$ cat src/rtl/poly_note_pkg.sv
// Shared types and lookup functions for the polyphonic note allocator.
// Keycode map, octave base table and allocator FSM states.
package poly_note_pkg;

    typedef enum logic [1:0] {IDLE, REL, PRESS, DONE} state_t;

    localparam logic [7:0] ROLLOVER = 8'h01;
    localparam logic [7:0] NONE     = 8'h00;

    typedef struct packed {
        logic       hit;
        logic [4:0] offset;
    } keymap_t;

    function automatic keymap_t key_map(input logic [7:0] kc);
        keymap_t r;
        r = '0;
        case (kc)
            8'h1D: r = '{1'b1, 5'd0};
            8'h1B: r = '{1'b1, 5'd2};
            8'h06: r = '{1'b1, 5'd4};
            8'h19: r = '{1'b1, 5'd6};
            8'h05: r = '{1'b1, 5'd8};
            8'h11: r = '{1'b1, 5'd10};
            8'h10: r = '{1'b1, 5'd12};
            8'h36: r = '{1'b1, 5'd14};
            8'h37: r = '{1'b1, 5'd16};
            8'h38: r = '{1'b1, 5'd18};
            8'h04: r = '{1'b1, 5'd5};
            8'h16: r = '{1'b1, 5'd7};
            8'h07: r = '{1'b1, 5'd9};
            8'h09: r = '{1'b1, 5'd11};
            8'h0A: r = '{1'b1, 5'd13};
            8'h0B: r = '{1'b1, 5'd15};
            8'h0D: r = '{1'b1, 5'd17};
            8'h0E: r = '{1'b1, 5'd19};
            8'h0F: r = '{1'b1, 5'd21};
            8'h33: r = '{1'b1, 5'd23};
            8'h34: r = '{1'b1, 5'd25};
            8'h14: r = '{1'b1, 5'd10};
            8'h1A: r = '{1'b1, 5'd12};
            8'h08: r = '{1'b1, 5'd14};
            8'h15: r = '{1'b1, 5'd16};
            8'h17: r = '{1'b1, 5'd18};
            8'h1C: r = '{1'b1, 5'd20};
            8'h18: r = '{1'b1, 5'd22};
            8'h0C: r = '{1'b1, 5'd24};
            8'h12: r = '{1'b1, 5'd26};
            8'h13: r = '{1'b1, 5'd28};
            8'h2F: r = '{1'b1, 5'd30};
            default: r = '0;
        endcase
        return r;
    endfunction

    function automatic logic [6:0] octave_base(input logic [7:0] ob);
        logic [6:0] b;
        case (ob)
            8'h80: b = 7'd6;
            8'h40: b = 7'd18;
            8'h20: b = 7'd30;
            8'h10: b = 7'd42;
            8'h08: b = 7'd54;
            8'h04: b = 7'd66;
            8'h02: b = 7'd78;
            default: b = 7'd90;
        endcase
        return b;
    endfunction

endpackage

$ cat src/rtl/voice_picker.sv
// Chooses the voice to receive a new note: lowest free voice,
// otherwise the oldest active voice (lowest index on equal age).
module voice_picker #(
    parameter int NUM_VOICES = 4,
    parameter int IDX_W      = 2,
    parameter int AGE_W      = 2
) (
    input  logic [NUM_VOICES-1:0]            active,
    input  logic [NUM_VOICES-1:0][AGE_W-1:0] ages,
    output logic [IDX_W-1:0]                 free_idx,
    output logic                             free_hit,
    output logic [IDX_W-1:0]                 steal_idx
);

    logic [AGE_W-1:0] best_age;

    always_comb begin
        free_hit = 1'b0;
        free_idx = '0;
        for (int i = NUM_VOICES - 1; i >= 0; i--) begin
            if (!active[i]) begin
                free_hit = 1'b1;
                free_idx = IDX_W'(i);
            end
        end
    end

    always_comb begin
        steal_idx = '0;
        best_age  = ages[0];
        for (int i = 1; i < NUM_VOICES; i++) begin
            if (ages[i] > best_age) begin
                best_age  = ages[i];
                steal_idx = IDX_W'(i);
            end
        end
    end

endmodule

$ cat src/rtl/poly_note_alloc.sv
// Keyboard-report to synth-voice allocator: releases voices whose keys
// vanished, then allocates newly pressed keys one slot per cycle.
module poly_note_alloc
    import poly_note_pkg::*;
#(
    parameter int NUM_KEYS   = 6,
    parameter int NUM_VOICES = 4,
    parameter int NOTE_W     = 7
) (
    input  logic                         Clk,
    input  logic                         Reset_n,
    input  logic                         report_valid,
    output logic                         report_ready,
    input  logic [8*NUM_KEYS-1:0]        keycodes,
    input  logic [7:0]                   octaveBase,
    output logic [NUM_VOICES-1:0]        voice_active,
    output logic [NUM_VOICES*NOTE_W-1:0] voice_note,
    output logic [NUM_VOICES-1:0]        voice_trig,
    output logic [NUM_VOICES-1:0]        voice_off
);

    localparam int IDX_W    = (NUM_VOICES > 1) ? $clog2(NUM_VOICES) : 1;
    localparam int AGE_W    = IDX_W;
    localparam int SCAN_MAX = (NUM_VOICES > NUM_KEYS) ? NUM_VOICES : NUM_KEYS;
    localparam int CNT_W    = $clog2(SCAN_MAX) + 1;
    localparam logic [AGE_W-1:0] AGE_MAX = AGE_W'(NUM_VOICES - 1);

    state_t                              state;
    logic [CNT_W-1:0]                    idx;
    logic [NUM_KEYS-1:0][7:0]            rep;
    logic [NUM_KEYS-1:0]                 held_start;
    logic [NUM_VOICES-1:0][7:0]          vkey;
    logic [NUM_VOICES-1:0][AGE_W-1:0]    age;
    logic [NUM_VOICES-1:0][NOTE_W-1:0]   vnote;

    logic [IDX_W-1:0]                    free_idx;
    logic                                free_hit;
    logic [IDX_W-1:0]                    steal_idx;
    logic [IDX_W-1:0]                    target;

    logic                                rollover;
    logic [7:0]                          cur_key;
    logic                                cur_held_start;
    logic                                held_now;
    keymap_t                             km;
    logic                                alloc;
    logic [NOTE_W-1:0]                   new_note;
    logic [NUM_VOICES-1:0]               rel_drop;
    logic [NUM_KEYS-1:0]                 held_next;

    assign report_ready = (state == IDLE);
    assign voice_note   = vnote;

    voice_picker #(
        .NUM_VOICES (NUM_VOICES),
        .IDX_W      (IDX_W),
        .AGE_W      (AGE_W)
    ) u_picker (
        .active    (voice_active),
        .ages      (age),
        .free_idx  (free_idx),
        .free_hit  (free_hit),
        .steal_idx (steal_idx)
    );

    always_comb begin
        rollover = 1'b0;
        for (int k = 0; k < NUM_KEYS; k++)
            if (keycodes[8*k +: 8] == ROLLOVER) rollover = 1'b1;
    end

    always_comb begin
        cur_key        = NONE;
        cur_held_start = 1'b0;
        for (int k = 0; k < NUM_KEYS; k++) begin
            if (idx == CNT_W'(k)) begin
                cur_key        = rep[k];
                cur_held_start = held_start[k];
            end
        end
        held_now = 1'b0;
        for (int v = 0; v < NUM_VOICES; v++)
            if (voice_active[v] && vkey[v] == cur_key) held_now = 1'b1;
        km       = key_map(cur_key);
        alloc    = (state == PRESS) && km.hit && !held_now && !cur_held_start;
        target   = free_hit ? free_idx : steal_idx;
        new_note = NOTE_W'(octave_base(octaveBase)) + NOTE_W'(km.offset);
    end

    // Keys held when PRESS begins stay claimed even if a steal evicts them.
    always_comb begin
        rel_drop  = '0;
        held_next = '0;
        for (int v = 0; v < NUM_VOICES; v++) begin
            logic present;
            present = 1'b0;
            for (int k = 0; k < NUM_KEYS; k++)
                if (rep[k] == vkey[v]) present = 1'b1;
            rel_drop[v] = (idx == CNT_W'(v)) && voice_active[v] && !present;
        end
        for (int k = 0; k < NUM_KEYS; k++)
            for (int v = 0; v < NUM_VOICES; v++)
                if (rep[k] != NONE && voice_active[v] && vkey[v] == rep[k])
                    held_next[k] = 1'b1;
    end

    always_ff @(posedge Clk or negedge Reset_n) begin
        if (!Reset_n) begin
            state        <= IDLE;
            idx          <= '0;
            rep          <= '0;
            held_start   <= '0;
            vkey         <= '0;
            age          <= '0;
            vnote        <= '0;
            voice_active <= '0;
            voice_trig   <= '0;
            voice_off    <= '0;
        end else begin
            voice_trig <= '0;
            voice_off  <= '0;
            unique case (state)
                IDLE: begin
                    if (report_valid) begin
                        rep   <= keycodes;
                        idx   <= '0;
                        state <= rollover ? DONE : REL;
                    end
                end
                REL: begin
                    voice_active <= voice_active & ~rel_drop;
                    voice_off    <= rel_drop;
                    if (idx == CNT_W'(NUM_VOICES - 1)) begin
                        held_start <= held_next;
                        idx        <= '0;
                        state      <= PRESS;
                    end else begin
                        idx <= idx + 1'b1;
                    end
                end
                PRESS: begin
                    if (alloc) begin
                        for (int v = 0; v < NUM_VOICES; v++) begin
                            if (target == IDX_W'(v)) begin
                                vkey[v]         <= cur_key;
                                vnote[v]        <= new_note;
                                age[v]          <= '0;
                                voice_active[v] <= 1'b1;
                                voice_trig[v]   <= 1'b1;
                            end else if (voice_active[v] && age[v] != AGE_MAX) begin
                                age[v] <= age[v] + 1'b1;
                            end
                        end
                    end
                    if (idx == CNT_W'(NUM_KEYS - 1)) begin
                        idx   <= '0;
                        state <= DONE;
                    end else begin
                        idx <= idx + 1'b1;
                    end
                end
                DONE: state <= IDLE;
                default: state <= IDLE;
            endcase
        end
    end

endmodule

$ cat config.mk
export PLATFORM = sky130hd
export DESIGN_NAME = poly_note_alloc
export DESIGN_NICKNAME = d
export VERILOG_FILES = /design/src/rtl/poly_note_pkg.sv /design/src/rtl/voice_picker.sv /design/src/rtl/poly_note_alloc.sv
export SDC_FILE = /design/constraint.sdc
export NUM_CORES = 1
export LEC_CHECK = 0
export CORE_UTILIZATION = 37
export DETAILED_ROUTE_END_ITERATION = 6
export SLEW_MARGIN = 20
export SYNTH_ARGS = -nofsm -noshare
export SYNTH_HDL_FRONTEND = slang
export SYNTH_SLANG_ARGS = --single-unit
$ cat constraint.sdc
create_clock -name Clk -period 7.9 [get_ports Clk]
set_input_delay 1.185 -clock Clk [delete_from_list [all_inputs] [get_ports Clk]]
set_output_delay 1.185 -clock Clk [all_outputs]
set_load 0.01 [all_outputs]
==> run metrics <==
Gate Count Post-Synth=1111; Tot GR Track Use=23.3%; worst path bufs/invs=3; Hold Crit Class=flip-flop to flip-flop; crit-path max FO=27; setup ws final=2.51 ns; Final min period=5.39 ns; pre-CTS setup slack=about 2.6 ns; Cell variety after synth=a little over 70; CP top delay family=simple AND/OR/NAND/NOR gates; leakage power=4.54 nW; Fill cells=roughly 2700; Setup crit end kind=flip-flop; dpl hpwl=22800 um; clock transition at the registers of the reported paths=0.07 ns; kind of critical path=flip-flop to flip-flop; largest net degree at the start of global routing=between 70 and 80; critical path depth=15; setup TNS=0 ns; RSZ-0062 raised after global routing=false; Worst-Skew Late Latency=0.44 ns; clock tree buffer depth=2; initial antenna violation count=1; max-cap violations=0; ys async rst share=100%; Core Area=27700 um2; Slowest-stage cell, CP=nor2b_2; GRT overflow=0; DR WL/cell=21.7 um; initial core utilization=a little under two fifths; Final Core Density=43.0%; cell types occupying the most area after synthesis=dfrtp_1 (34%), xnor2_1 (16%), mux2_2 (7.7%); vias per cell=5.69; ANT cells=0; vias in the first global route=8387; Max stage delay on crit path=0.86 ns; die height=170 um; area occupied by multi-input gates=between 6000 and 7000 um2; final worst-path cycle share=68.3%; final antenna-violating net count=0; peak supply drop=0.223 mV; # DRC=0; Slew @ Worst Pin=between 1 and 1.5 ns; CTS H-tree lvls=4; Slew headroom=between 30% and 40%; CP cell instances=inv_1 > ha_1 > nor2b_1 > a221oi_1 > o32ai_2 > buf_4 > inv_1 > ha_1 > o221ai_1 > o31ai_1 > a221oi_1 > a31oi_1 > nand4_4 > nor2b_2 > mux2_2; Hold Path Depth=1; most common flop cell mapped by yosys=dfrtp_1; CTS Root Cell=clkbuf_16; final hold vios=0; Iteration-0 DRC Markers=835; DR pass1 iterations=5; status=finished clean; I/O pin cnt=100; Final nets=roughly 1200; Inserted Clock Buffers=17; Reg area=between 3000 and 4000 um2; post_cts resized=0; Critical Path Source Type=flip-flop; CTS tree=built; CP Data Required Time=a little over 8 ns; DR vias=8530; fin. max-slew vios=0; clk_skew=0.0132 ns; Setup-failing EPs final=0; setup bufs post-CTS=0; # rows=61; PD cells=roughly 490 nW/um2; Yosys top cell area share=around 34%; total power=~5.9 mW; global-route wire length before repair=about 50000 um; die area=28800 um2; CTS sink count=140; Synth Cell Area=roughly 10000 um2; total number of yosys warnings=0; post-synthesis net count=1201; Max Freq=0.185 GHz; cell depth of the worst flop-to-flop path=15; CTS Hold Bufs=0; Die Span X=170 um; layout cell share with drive strength beyond 1=12.7%; Mean Syn Cell Area=about 9.4 um2; number of synthesized flops with an enable pin=0; Seq/Total Area, Yosys=33.7%; Area Growth Syn to Fin=14.7%; synthesized flop and latch total=140; Arr. time, crit path=5.71 ns; routability cong.=1.01; DP Area=11400 um2; fin area=11900 um2; Synth area leader=dfrtp_1; routed wire length=32500 um; PortBufs=99
==> placed cells by master (no fill, tap or decap), types with 9 or more instances in the layout <==
| cell | synthesis | final |
|---|---|---|
| nor2_1 | 43 | 43 |
| inv_1 | 32 | 32 |
| a21oi_1 | 35 | 35 |
| a21o_1 | 12 | 12 |
| a22oi_1 | 10 | 10 |
| nand2b_1 | 9 | 9 |
| nor4_1 | 37 | 37 |
| nand4_1 | 50 | 50 |
| clkbuf_16 | 0 | 17 |
| o21ai_1 | 20 | 20 |
| dfrtp_1 | 140 | 140 |
| mux2_4 | 10 | 10 |
| clkdlybuf4s50_1 | 0 | 98 |
| o21ai_0 | 45 | 45 |
| nor3_1 | 25 | 25 |
| ha_1 | 30 | 30 |
| a221oi_1 | 9 | 9 |
| nand2_1 | 46 | 45 |
| mux2_2 | 71 | 71 |
| xor2_1 | 44 | 44 |
| nand3_1 | 9 | 9 |
| xnor2_1 | 188 | 188 |
| nor2b_1 | 13 | 12 |
==> kinds of logic after synthesis <==
kind of cell             share of synthesized area (%)
AND/OR/NAND/NOR                                   14.8
XOR/XNOR                                          19.5
AO/OA/AOI/OAI                                     11.5
buffers and inverters                             6.43
flip-flops                                        33.7
multiplexers                                      10.2
adder cells (fa/ha/maj)                           3.80
==> synthesized netlist by cell type (all sizes together), types with 8 or more instances <==
master  instances
a21o           12
inv            32
xor2           44
a221oi         13
clkbuf         73
nor4           37
dfrtp         140
nand2b          9
nor3           25
nor2           48
nand3           9
mux2           86
ha             30
nand2          48
a22oi          10
buf            51
xnor2         188
nor2b          13
nand4          51
o21ai          67
or2             8
a21oi          36
==> registers in the layout, summed over array words and instances (netlist names) <==
register and flops:
rep 48, voice_active 4, voice_trig 4, voice_note 28, voice_off 4, idx 4, age 8, held_start 6
vkey 32, state 2
==> area by class of cell <==
type | count | share of cell area [%]
Tap cell | 378 | 3.97
Clock buffer | 20 | 3.83
Sequential cell | 140 | 29.4
Multi-Input combinational cell | 815 | 52.4
Inverter | 32 | 1.01
Timing Repair Buffer | 103 | 8.57
Clock inverter | 12 | 0.861
==> final timing paths <==
| check | slack, ns | start | to |
|---|---|---|---|
| max | 2.51 | idx[1] | voice_note[3] |
| min | 0.50 | held_start[1] | held_start[1] |
| max reg2reg | 2.51 | idx[1] | voice_note[3] |
| min reg2reg | 0.50 | held_start[1] | held_start[1] |
| max in group asynchronous | 5.77 | Reset_n | vkey[4] |
| min in group asynchronous | 0.73 | Reset_n | rep[27] |
==> routing by layer <==
layer | routed length (um) | vias to the layer above | track usage, %
met5 | 0 | - | 0
met4 | 1200 | 0 | 10.4
met3 | 2340 | 107 | 4.48
met2 | 14600 | 365 | 36.0
met1 | 14400 | 4194 | 31.4
li1 | - | 3864 | -
==> metrics by stage <==
stage / hold WS [ns] / cells
after floorplan: 0.447 / 1111
after global placement: 0.476 / 1468
after detailed placement: 0.469 / 1468
after CTS: 0.492 / 1500
after global routing: 0.498 / 1500
final: 0.495 / 1500
==> report_power, final <==
group          internal, mW  switching (mW)
Combinational          1.59            1.73
Sequential            0.976           0.816
Clock                 0.426           0.342
Power figures use the tool's default switching activity.
